===== src/rtl/universal_register.sv =====
// Universal shift/rotate/count register: parallel load plus multi-step shift,
// rotate, increment and decrement, one step per clock, with busy/done handshake.
module universal_register #(
   parameter int unsigned WIDTH = 8,
   parameter int unsigned AMT_W = 4
) (
   input  logic             clk,
   input  logic             reset,
   input  logic             start,
   input  logic [2:0]       mode,
   input  logic [AMT_W-1:0] amount,
   input  logic [WIDTH-1:0] d,
   input  logic             sin,
   output logic [WIDTH-1:0] q,
   output logic             sout,
   output logic             busy,
   output logic             done
);

   typedef enum logic [0:0] {StIdle, StRun} state_e;

   localparam logic [2:0] ModeHold = 3'd0;
   localparam logic [2:0] ModeLoad = 3'd1;
   localparam logic [2:0] ModeShl  = 3'd2;
   localparam logic [2:0] ModeShr  = 3'd3;
   localparam logic [2:0] ModeRotl = 3'd4;
   localparam logic [2:0] ModeRotr = 3'd5;
   localparam logic [2:0] ModeInc  = 3'd6;
   localparam logic [2:0] ModeDec  = 3'd7;

   state_e           state_q;
   logic [2:0]       mode_q;
   logic [AMT_W-1:0] cnt_q;
   logic [WIDTH-1:0] q_q;
   logic             sout_q;
   logic             busy_q;
   logic             done_q;

   logic [2:0]       step_mode;
   logic [WIDTH-1:0] step_val;
   logic             step_bit;

   // In IDLE the step uses the incoming mode so step 1 happens on the start edge.
   assign step_mode = (state_q == StRun) ? mode_q : mode;

   always_comb begin
      step_val = q_q;
      step_bit = sout_q;
      case (step_mode)
         ModeShl: begin
            step_val = {q_q[WIDTH-2:0], sin};
            step_bit = q_q[WIDTH-1];
         end
         ModeShr: begin
            step_val = {sin, q_q[WIDTH-1:1]};
            step_bit = q_q[0];
         end
         ModeRotl: begin
            step_val = {q_q[WIDTH-2:0], q_q[WIDTH-1]};
            step_bit = q_q[WIDTH-1];
         end
         ModeRotr: begin
            step_val = {q_q[0], q_q[WIDTH-1:1]};
            step_bit = q_q[0];
         end
         ModeInc: begin
            {step_bit, step_val} = {1'b0, q_q} + (WIDTH + 1)'(1);
         end
         ModeDec: begin
            step_val = q_q - WIDTH'(1);
            step_bit = (q_q == '0);
         end
         default: begin
            step_val = q_q;
            step_bit = sout_q;
         end
      endcase
   end

   always_ff @(posedge clk or posedge reset) begin
      if (reset) begin
         state_q <= StIdle;
         mode_q  <= ModeHold;
         cnt_q   <= '0;
         q_q     <= '0;
         sout_q  <= 1'b0;
         busy_q  <= 1'b0;
         done_q  <= 1'b0;
      end else begin
         done_q <= 1'b0;
         unique case (state_q)
            StIdle: begin
               if (start) begin
                  mode_q <= mode;
                  cnt_q  <= amount;
                  if (mode == ModeLoad) begin
                     q_q    <= d;
                     sout_q <= 1'b0;
                     done_q <= 1'b1;
                  end else if (mode == ModeHold || amount == '0) begin
                     done_q <= 1'b1;
                  end else begin
                     q_q    <= step_val;
                     sout_q <= step_bit;
                     cnt_q  <= amount - AMT_W'(1);
                     if (amount == AMT_W'(1)) begin
                        done_q <= 1'b1;
                     end else begin
                        state_q <= StRun;
                        busy_q  <= 1'b1;
                     end
                  end
               end
            end
            StRun: begin
               q_q    <= step_val;
               sout_q <= step_bit;
               if (cnt_q == AMT_W'(1)) begin
                  state_q <= StIdle;
                  busy_q  <= 1'b0;
                  done_q  <= 1'b1;
               end
               cnt_q <= cnt_q - AMT_W'(1);
            end
            default: state_q <= StIdle;
         endcase
      end
   end

   assign q    = q_q;
   assign sout = sout_q;
   assign busy = busy_q;
   assign done = done_q;

endmodule


===== config.mk =====
export PLATFORM = sky130hd
export DESIGN_NAME = universal_register
export DESIGN_NICKNAME = d
export VERILOG_FILES = /design/src/rtl/universal_register.sv
export SDC_FILE = /design/constraint.sdc
export NUM_CORES = 1
export LEC_CHECK = 0
export BUFFER_PORTS_ARGS = -buffer_cell sky130_fd_sc_hd__buf_2
export CORE_MARGIN = 5
export CORE_UTILIZATION = 30
export CTS_CLUSTER_SIZE = 14
export DETAILED_ROUTE_END_ITERATION = 10
export GPL_ROUTABILITY_DRIVEN = 0
export PLACE_DENSITY_LB_ADDON = 0.1
export SLEW_MARGIN = 20
export SYNTH_ARGS = -nofsm -noshare
export SYNTH_HDL_FRONTEND = slang
export SYNTH_SLANG_ARGS = --single-unit

===== constraint.sdc =====
create_clock -name clk -period 4.45 [get_ports clk]
set_input_delay 0.2225 -clock clk [delete_from_list [all_inputs] [get_ports clk]]
set_output_delay 0.2225 -clock clk [all_outputs]
set_load 0.02 [all_outputs]

# ---- Word level (Yosys, flattened, before mapping)
# Index checks and enable logic that the tools add are counted.
# Widths: inputs -> output; s select.
dict set report op_classes {
  addsub 4
  eq_ne 15
  muxes 33
  bitwise_logic 1
  n_reduce_logical 9
}
# operator count
set ops {}
lappend ops {{$pmux 8 s6} 1}
lappend ops {{$mux 8} 3}
lappend ops {{$mux 1} 18}
lappend ops {{$pmux 8 s2} 1}
lappend ops {{$eq 3x3->1 const B} 4}
lappend ops {{$mux 4} 3}
lappend ops {{$add 8x1->9 const B} 1}
lappend ops {{$eq 4x1->1 const B} 2}
lappend ops {{$logic_not 8->1} 1}
lappend ops {{$ne 2x2->1 const B} 4}
lappend ops {{$pmux 1 s2} 4}
lappend ops {{$pmux 4 s2} 1}
lappend ops {{$sub 4x1->4 const B} 2}
lappend ops {{$sub 8x1->8 const B} 1}
lappend ops {{$eq 3x2->1 const B} 2}
lappend ops {{$reduce_and 5->1} 1}
lappend ops {{$logic_not 4->1} 1}
lappend ops {{$pmux 1 s4} 1}
lappend ops {{$reduce_and 2->1} 2}
lappend ops {{$reduce_or 2->1} 2}
lappend ops {{$eq 3x1->1 const B} 1}
lappend ops {{$logic_not 3->1} 1}
lappend ops {{$mux 3} 1}
lappend ops {{$ne 3x3->1 const B} 1}
lappend ops {{other kinds (3)} 3}
dict set report totals {
  regBits 19
  input_bits 19
  out_inout_bits 11
  word_cells 69
}

# ---- Depth between registers and ports, before layout
# Gate-level depths: netlist of the first run.
dict set report logic_depth {
  depth_word 8
  mapped_depth 8
  mapped_depth_nobuf 7
}

# ---- Least setup slack after synthesis of the first run
# No wires, ideal clock.
dict set report synth_path {
  path_kind {register -> register}
  startpoint {register q_q[0] (netlist: q[0])}
  endpoint {register q_q[5] (netlist: q[5])}
  setup_ns 0.129
  arrival_time_ns 1.713
  t_required_ns 4.321
  setup_slack_ns 2.608
  stages_incl_launch_ff 7
  path_buffers 1
  synth_period_minus_slack_ns 1.842
  path_cell_list {dfrtp_1 -> buf_6 -> or4_1 -> o21ai_0 -> a21boi_1 -> nor4b_1 -> o21ai_1}
}
dict set report synth_via {
  elab_chain_len 6
  word_cells_on_any_way 7
  classes_between {add/sub (2); mux (5)}
}
# element line_no
set synth_lines {}
lappend synth_lines {{start, declared} 34} ;# logic [WIDTH-1:0] q_q;
lappend synth_lines {{start signal, assigned} 103} ;# q_q <= step_val;
lappend synth_lines {{start signal, assigned} 116} ;# q_q <= step_val;
lappend synth_lines {{$sub 8x1->8 / $add 8x1->9 (equally long branches)} {70, 67}}
lappend synth_lines {{$pmux 8 s6 (*)} 49} ;# case (step_mode)
lappend synth_lines {{$mux 8} 100} ;# end else if (mode == ModeHold || amount == '0) begin
lappend synth_lines {{$mux 8} 96} ;# if (mode == ModeLoad) begin
lappend synth_lines {{$mux 8} 93} ;# if (start) begin
lappend synth_lines {{$pmux 8 s2 (*)} 91} ;# unique case (state_q)
# Every way passes the cells marked *; elsewhere a longest branch is shown, timed or not. The select of a mux whose other input is x is not followed.
# A chain may end at the register's enable or synchronous reset.

# ---- Worst setup path in the final report of the first run
dict set report layout_path {
  startpoint {register state_q}
  endpoint {register q_q[4] (netlist: q[4])}
}
dict set report layout_via {
  elab_chain_len 7
  word_cells_on_any_way 16
  classes_between {eq/ne (8); mux (6); bitwise (1); reduce/logical (1)}
}
# element line_no
set layout_lines {}
lappend layout_lines {{start, declared} 31} ;# state_e state_q;
lappend layout_lines {{start signal, assigned} 82} ;# state_q <= StIdle;
lappend layout_lines {{start signal, assigned} 109} ;# state_q <= StRun;
lappend layout_lines {{start signal, assigned} 119} ;# state_q <= StIdle;
lappend layout_lines {{$mux 3} 44} ;# assign step_mode = (state_q == StRun) ? mode_q : mode;
lappend layout_lines {{$eq 3x3->1 / $eq 3x2->1 (equally long branches)} 49}
lappend layout_lines {{$pmux 8 s6} 49}
lappend layout_lines {{$mux 8} 100}
lappend layout_lines {{$mux 8} 96}
lappend layout_lines {{$mux 8} 93}
lappend layout_lines {{$pmux 8 s2} 91}
# Several ways; a longest one is shown, not always the timed one. The select of a mux whose other input is x is not followed.

==> results.json, run 1 <==
{
  "yosysWarnings": 0,
  "insertion_delay_ps": 270,
  "ys_seq_elements": 19,
  "syn_area_um2": 1810,
  "drt_iter0_drc": 153,
  "avgSynthCellArea_um2": 8.44,
  "grt_first_pass_wirelength_um": 8400,
  "r2r_cells": 5,
  "clock.fmax_mhz": 420,
  "die_area_um2": 7670,
  "grt_max_degree": 31,
  "drcViolationCount": 0,
  "setup_violations": 0,
  "cts.path.max_buffers": 2,
  "numCtsBuffers": 3,
  "synth_area_leaders": "dfrtp_1 (26%), mux2i_1 (5.5%), ha_1 (4.8%), mux2_2 (4.4%), nand2_1 (3.9%)",
  "fin_nets": 258,
  "antennaDiodeCount": 0,
  "die_x_um": 87.6,
  "r2r_end": "q[4]$_DFFE_PP0P_",
  "synth-main-ff-cell": "dfrtp_1",
  "status": "finished, final reports clean",
  "io_buffer_count": 29,
  "wl_per_cell_um": 16.5,
  "grt_usage_pct": 13.8,
  "r2r_start": "state_q$_DFF_PP0_",
  "rsz0062_at_grt": "false",
  "power.leakage_nw": 0.855,
  "antenna_found_initial": 0,
  "grt-ovfl-total": 0,
  "hold_violations": 0,
  "post-dp-hpwl_um": 3730,
  "whs_ps": 97.2,
  "drive_above_1_share_pct": 22.9,
  "pre_cts_slack_ps": 2100,
  "io-pin-count": 30,
  "start_kind": "flop",
  "cp-end-kind": "flop",
  "post_cts_buffers": 0,
  "clock-sinks": 19,
  "worstSetupPathType": "flop to flop",
  "cts_hold_buf": 0,
  "layout_common_cells": "buf_2 (29), nand2_1 (19), dfrtp_1 (19), nor2_1 (13), inv_1 (12)",
  "htreeDepth": 1,
  "fin_skew_ps": 10.4,
  "arrival_ps": 2540,
  "synth.yosys.seq_area_share_pct": 26.3,
  "maxSlewHeadroom_pct": 34.0,
  "start_util_pct": 30.7,
  "min_period_ps": 2380,
  "slew_violations": 0,
  "synthArstFlopShare_pct": 100,
  "powerDensity_nw_per_um2": 694,
  "synth.largest_area_cell": "dfrtp_1",
  "ant_nets": 0,
  "row_count": 28,
  "ir_drop_mv": 0.216,
  "cts-root-buf": "clkbuf_8",
  "synth_cell_type_count": 62,
  "syn-num-nets": 240,
  "dp.cells": 302,
  "fin_crit_sh_pct": 53.5,
  "cp.required_ps": 4610,
  "cts_tree": "built",
  "critPathMaxFanout": 30,
  "core_area_um2": 5890,
  "synth_top_area_share_pct": 26.3,
  "clk_pin_slew_ps": 90,
  "drv_cap": 0,
  "drt_wl_total_um": 5050,
  "grt_pass1_vias": 1642,
  "die_height_um": 87.6,
  "finalSetupTns_ps": 0,
  "via_per_inst": 5.48,
  "tightestPinTransition_ps": 989,
  "drt_pre_antenna_iters": 4,
  "final_common_cell": "buf_2",
  "postCtsResizedCells": 0,
  "synthCells": 214,
  "finalWorstSetupSlack_ps": 2070,
  "min_path_type": "input port to asynchronous set/reset pin",
  "vias": 1676,
  "synth-edff-count": 0,
  "final_cells": 306,
  "power_w": 0.00139,
  "rrSetupSlack_ps": 2070,
  "area_growth_pct": 11.3
}
-- state kept, by name, indices dropped and copies added, names as in the netlist --
register  flops
sout          1
done          1
q             8
cnt_q         4
busy          1
mode_q        3
state_q       1
-- report_power, final --
part	internal (W)	switching [W]
clock	0.0000634	0.0000696
sequential	0.000257	0.000195
combinational	0.000372	0.000437
-- area by class of cell --
cell class | instances | area (um^2)
Inverter | 12 | 45.0
Sequential cell | 19 | 475
Clock inverter | 1 | 7.51
Multi-Input combinational cell | 167 | 1200
Tap cell | 75 | 93.8
Fill cell | 642 | 3870
Clock buffer | 3 | 41.3
Timing Repair Buffer | 29 | 145
-- worst max-delay path: stages (launching register included) --
cell	delay, ps
dfrtp_1	1000
mux2_4	440
mux2_2	350
a22oi_1	180
a21oi_1	90
a21o_2	190
-- cells by family (layout without fill, tap and decap cells) --
logic type | after synthesis | count (layout) | synth area share [%]
AO/OA/AOI/OAI | 61 | 61 | 24.7
buffers and inverters | 28 | 45 | 7.13
adder cells (fa/ha/maj) | 8 | 8 | 5.40
AND/OR/NAND/NOR | 70 | 70 | 20.9
flip-flops | 19 | 19 | 26.3
XOR/XNOR | 10 | 10 | 4.85
multiplexers | 18 | 18 | 10.7
-- worst max path at each step --
stage | start | endpoint | depth (start not counted)
4_1_cts | state_q$_DFF_PP0_ | q[4]$_DFFE_PP0P_ | 5
3_5_place_dp | state_q$_DFF_PP0_ | q[4]$_DFFE_PP0P_ | 5
5_1_grt | state_q$_DFF_PP0_ | q[3]$_DFFE_PP0P_ | 5
2_1_floorplan | q[0]$_DFFE_PP0P_ | q[5]$_DFFE_PP0P_ | 6
3_3_place_gp | state_q$_DFF_PP0_ | q[4]$_DFFE_PP0P_ | 5
6_report | state_q$_DFF_PP0_ | q[4]$_DFFE_PP0P_ | 5
-- stage by stage --
stage	cell area (um^2)	util [%]
floorplan	1810	-
global placement	1960	33.3
detailed placement	1960	33.3
CTS	2010	34.2
global route	2010	34.2
finish	2010	34.2
-- per-layer routing --
| metal | global-route usage (%) | part of all wire (%) | vias up |
|---|---|---|---|
| met3 | 1.98 | 5.2 | 9 |
| met5 | 0 | 0 | - |
| li1 | - | - | 827 |
| met4 | 4.18 | 1.6 | 0 |
| met2 | 20.8 | 44 | 52 |
| met1 | 20.3 | 50 | 788 |
-- cells in the mapped netlist (2+ instances only) --
library cell and instances:
nor3_1 3, nor4b_1 2, o32ai_1 4, nor4_1 2, ha_1 7, buf_2 7
nor2_1 13, a21o_1 2, o21ai_1 2, buf_6 2, a221oi_1 3, xor2_1 5
dfrtp_1 19, o22ai_1 3, o2bb2ai_1 2, o211ai_1 2, a31oi_1 5, or4_1 2
clkbuf_1 7, a21oi_1 9, or3_1 2, nand2b_1 6, xnor2_1 5, nand3_1 6
nand2_1 19, o21ai_0 11, mux2i_1 10, inv_1 12, o21a_1 2, mux2_2 7
nor3b_1 2
Power figures use the tool's default switching activity.
==> run 2: changes to the inputs <==
clock period = 2.26 ns   (was 4.45 ns; I/O delays follow)
==> run 2 against run 1 <==
Compared with the run above:
- power is 100% higher
- sequential cell count stayed put
- die area stayed put
- non-clock buffer count is 7 higher
- global-route usage is 0.79 points higher
- count of clock-buffer cells in the layout is 1 higher
- register-to-register slack worse by 1800 ps
- clock power is 90% higher
- hold slack worse by 89 ps
- sequential share of layout area is 0.56 points lower
- maximum frequency is 22% higher
==> results.json, run 2 (same netlist as run 1, synthesis figures left out) <==
{
  "wl_per_cell_um": 17.2,
  "worstSetupPathType": "flop to flop",
  "critPathMaxFanout": 13,
  "area_growth_pct": 14.0,
  "cts.path.max_buffers": 2,
  "fin_nets": 265,
  "die_height_um": 87.6,
  "cpLargestDelayFamily": "compound AO/OA/AOI/OAI gates",
  "hold_violations": 0,
  "grt_use_met3_pct": 2.92,
  "r2r_start": "state_q$_DFF_PP0_",
  "powerDensity_nw_per_um2": 1380,
  "power.leakage_nw": 0.890,
  "io_buffer_count": 29,
  "drv_cap": 0,
  "rsz0062_at_grt": "false",
  "core_area_um2": 5890,
  "grt-ovfl-total": 0,
  "fin_crit_sh_pct": 86.6,
  "finalSetupTns_ps": 0,
  "cts-root-buf": "clkbuf_8",
  "grt_first_pass_wirelength_um": 8710,
  "largest_reg_flops": 8,
  "drive_above_1_share_pct": 24.8,
  "arrival_ps": 2160,
  "via_per_inst": 5.42,
  "power_w": 0.00284,
  "cts_tree": "built",
  "start_util_pct": 30.7,
  "cts_hold_buf": 0,
  "slew_violations": 0,
  "grt_max_degree": 20,
  "drcViolationCount": 0,
  "drt_iter0_drc": 119,
  "ant_nets": 0,
  "use_met2_pct": 23.2,
  "postCtsResizedCells": 0,
  "die_area_um2": 7670,
  "maxSlewHeadroom_pct": 44.2,
  "insertion_delay_ps": 260,
  "layout_common_cells": "buf_2 (29), nand2_1 (19), dfrtp_1 (19), nor2_1 (13), inv_1 (12)",
  "min_path_type": "input port to asynchronous set/reset pin",
  "min_period_ps": 1960,
  "antennaDiodeCount": 0,
  "row_count": 28,
  "crit_slowest_cell": "dfrtp_1",
  "vias": 1696,
  "cp-end-kind": "flop",
  "fin_skew_ps": 5.33,
  "cpPeakStageDelay_ps": 590,
  "clock-sinks": 19,
  "clk_pin_slew_ps": 80,
  "ir_drop_mv": 0.532,
  "clock.fmax_mhz": 511,
  "cp.required_ps": 2470,
  "use_met1_pct": 20.3,
  "numCtsBuffers": 3,
  "die_x_um": 87.6,
  "grt_usage_pct": 14.6,
  "tightestPinTransition_ps": 835,
  "start_kind": "flop",
  "r2r_cells": 5,
  "antenna_found_initial": 0,
  "final_common_cell": "buf_2",
  "rrSetupSlack_ps": 300,
  "drt_wl_total_um": 5390,
  "path_buf_inv": 0,
  "drt_pre_antenna_iters": 4,
  "status": "finished, final reports clean",
  "nFillCells": 649,
  "grt_pass1_vias": 1631,
  "grt-busiest-layer": "met2",
  "r2r_end": "q[3]$_DFFE_PP0P_",
  "htreeDepth": 1,
  "setup_violations": 0,
  "crit_chain": "or3b_2 -> o21ai_1 -> nor2_2 -> a31oi_1 -> o221a_2",
  "post_cts_buffers": 0,
  "post-dp-hpwl_um": 3940,
  "cp.depth": 5,
  "io-pin-count": 30
}
## run 2: worst max-delay path by stage
stage | startpoint | end | slack (ps)
final | state_q$_DFF_PP0_ | q[3]$_DFFE_PP0P_ | 300
after global routing | state_q$_DFF_PP0_ | q[6]$_DFFE_PP0P_ | 150
after CTS | state_q$_DFF_PP0_ | q[6]$_DFFE_PP0P_ | 300
after detailed placement | amount[0] | q[3]$_DFFE_PP0P_ | 240
after global placement | amount[0] | q[3]$_DFFE_PP0P_ | 250
after floorplan | q[0]$_DFFE_PP0P_ | q[5]$_DFFE_PP0P_ | 420
## run 2: power by group
| group | total, W | internal (W) | leakage [nW] | switching (W) |
|---|---|---|---|---|
| Combinational | 0.00180 | 0.000794 | 0.640 | 0.00101 |
| Clock | 0.000253 | 0.000126 | 0.0228 | 0.000127 |
| Sequential | 0.000785 | 0.000508 | 0.227 | 0.000277 |
| Total | 0.00284 | 0.00143 | 0.890 | 0.00141 |
## run 2: area by class of cell
class,count,area (um^2),area share (%)
Multi-Input combinational cell,167,1200,58.4
Sequential cell,19,475,23.1
Timing Repair Buffer,36,198,9.60
Tap cell,75,93.8,4.56
Clock buffer,4,45.0,2.19
Inverter,12,45.0,2.19
## run 2: through the flow
| stage | hold slack, ps | utilization, % | instance area (um^2) | worst slack [ps] | cells |
|---|---|---|---|---|---|
| 2_1_floorplan | 64.1 | - | 1810 | 418 | 214 |
| 3_3_place_gp | 332 | 34.2 | 2010 | 250 | 309 |
| 3_5_place_dp | 321 | 34.2 | 2010 | 237 | 309 |
| 4_1_cts | 36.2 | 35.0 | 2060 | 297 | 313 |
| 5_1_grt | 82.2 | 35.0 | 2060 | 152 | 313 |
| 6_report | 7.83 | 35.0 | 2060 | 303 | 313 |
## run 2: layer usage
layer / wire length (um) / vias to the layer above
met3: 252 / 2
li1: - / 834
met1: 2600 / 823
met5: 0 / -
met4: 36 / 0
met2: 2490 / 37
==> run 3: changes to the inputs <==
--- a/config.mk
+++ b/config.mk
@@ -9,4 +9,5 @@
 export CORE_MARGIN = 5
 export CORE_UTILIZATION = 30
+export CTS_CLUSTER_DIAMETER = 120
 export CTS_CLUSTER_SIZE = 14
 export DETAILED_ROUTE_END_ITERATION = 10
==> constraint.sdc (replaced) <==
create_clock -name clk -period 2.26 [get_ports clk]
set_input_delay 0.339 -clock clk [delete_from_list [all_inputs] [get_ports clk]]
set_output_delay 0.339 -clock clk [all_outputs]
set_load 0.02 [all_outputs]
==> run 3 against run 2 <==
Compared with the run above:
- clock skew down 1.5 ps
- sequential cell count unchanged
- largest power group unchanged
- maximum frequency up 4.2%
- final area up 1.5%
==> results.json, run 3 (same netlist as run 1, synthesis figures left out) <==
{
  "drt_iter0_drc": 122,
  "clock.fmax_mhz": 532,
  "drv_cap": 0,
  "worstSetupPathType": "input port to flop",
  "power.leakage_nw": 0.911,
  "nFillCells": 635,
  "finalWorstSetupSlack_ps": 382,
  "antenna_found_initial": 0,
  "io-pin-count": 30,
  "start_kind": "input port",
  "critPathMaxFanout": 6,
  "layout_common_cells": "buf_2 (29), nand2_1 (19), dfrtp_1 (19), nor2_1 (13), inv_1 (12)",
  "hold_violations": 0,
  "insertion_delay_ps": 260,
  "fin_util_pct": 35.5,
  "ir_drop_mv": 0.378,
  "cts_tree": "built",
  "setup_violations": 0,
  "worstSetupStartpoint": "amount[0]",
  "status": "finished, final reports clean",
  "die_x_um": 87.6,
  "maxSlewHeadroom_pct": 45.7,
  "grt_first_pass_wirelength_um": 8570,
  "drt_wl_total_um": 5300,
  "die_height_um": 87.6,
  "core_area_um2": 5890,
  "fin_skew_ps": 3.79,
  "r2r_start": "q[6]$_DFFE_PP0P_",
  "postCtsResizedCells": 0,
  "wl_per_cell_um": 16.7,
  "htreeDepth": 1,
  "post_cts_buffers": 0,
  "start_util_pct": 30.7,
  "fin_nets": 269,
  "rrSetupSlack_ps": 390,
  "arrival_ps": 2080,
  "rsz0062_at_grt": "false",
  "die_area_um2": 7670,
  "drt_pre_antenna_iters": 4,
  "grt_pass1_vias": 1659,
  "cp.required_ps": 2460,
  "finalSetupTns_ps": 0,
  "tightestPinTransition_ps": 813,
  "cts-root-buf": "clkbuf_8",
  "fin_crit_sh_pct": 83.1,
  "ant_nets": 0,
  "whs_ps": 221,
  "drcViolationCount": 0,
  "vias": 1681,
  "row_count": 28,
  "final_common_cell": "buf_2",
  "cts.path.max_buffers": 2,
  "min_path_type": "input port to asynchronous set/reset pin",
  "post-dp-hpwl_um": 3910,
  "cp-end-kind": "flop",
  "grt_usage_pct": 14.3,
  "numCtsBuffers": 3,
  "io_buffer_count": 29,
  "power_w": 0.00288,
  "clock-sinks": 19,
  "drive_above_1_share_pct": 26.0,
  "area_growth_pct": 15.7,
  "cts_hold_buf": 0,
  "grt_max_degree": 20,
  "antennaDiodeCount": 0,
  "via_per_inst": 5.30,
  "clk_pin_slew_ps": 80,
  "powerDensity_nw_per_um2": 1380,
  "slew_violations": 0,
  "pre_cts_slack_ps": 110,
  "grt-ovfl-total": 0,
  "min_period_ps": 1880,
  "largest_reg_flops": 8
}
run 3: cell types whose count changed in the layout (fill, tap and decap cells not counted), sizes merged:
cell,previous run,this run
buf,36,40
run 3: path summary, 6_finish.rpt:
check	to	depth (start not counted)
setup / recovery	q[3]$_DFFE_PP0P_	8
hold / removal	done$_DFF_PP0_	2
setup reg to reg	q[7]$_DFFE_PP0P_	5
hold reg to reg	cnt_q[3]$_DFFE_PP0P_	1
max in group asynchronous	state_q$_DFF_PP0_	2
min in group clk	q[5]$_DFFE_PP0P_	3
run 3: per-stage QoR:
stage / cells / cell area, um^2
4_1_cts: 317 / 2090
2_1_floorplan: 214 / 1810
3_5_place_dp: 313 / 2040
3_3_place_gp: 313 / 2040
6_report: 317 / 2090
5_1_grt: 317 / 2090
run 3: where the power goes:
part	switching [W]	total, W	leakage, nW	internal [W]
clock network	0.000122	0.000248	0.0228	0.000126
logic	0.00105	0.00188	0.661	0.000832
registers	0.000238	0.000747	0.227	0.000509
run 3: metal layers:
metal	part of all wire (%)	vias up	wire (um)	GRT usage, %
li1	-	848	-	-
met2	44	41	2340	20.7
met4	1.8	0	96	5.16
met3	4.9	10	259	1.98
met5	0	-	0	0
met1	49	782	2610	21.3
run 3: area by class of cell:
type | count | area [um^2] | share of cell area [%]
multi-input combinational | 167 | 1200 | 57.5
sequential | 19 | 475 | 22.8
timing repair buffer | 40 | 228 | 10.9
tap | 75 | 93.8 | 4.49
clock buffer | 4 | 45.0 | 2.16
inverter | 12 | 45.0 | 2.16
run 3: critical path, stage by stage:
cell and delay, ps:
buf_2 110, inv_1 80, ha_1 200, or3b_4 420, a311oi_4 430, nor2_2 110, a31oi_1 180, o221a_2 190
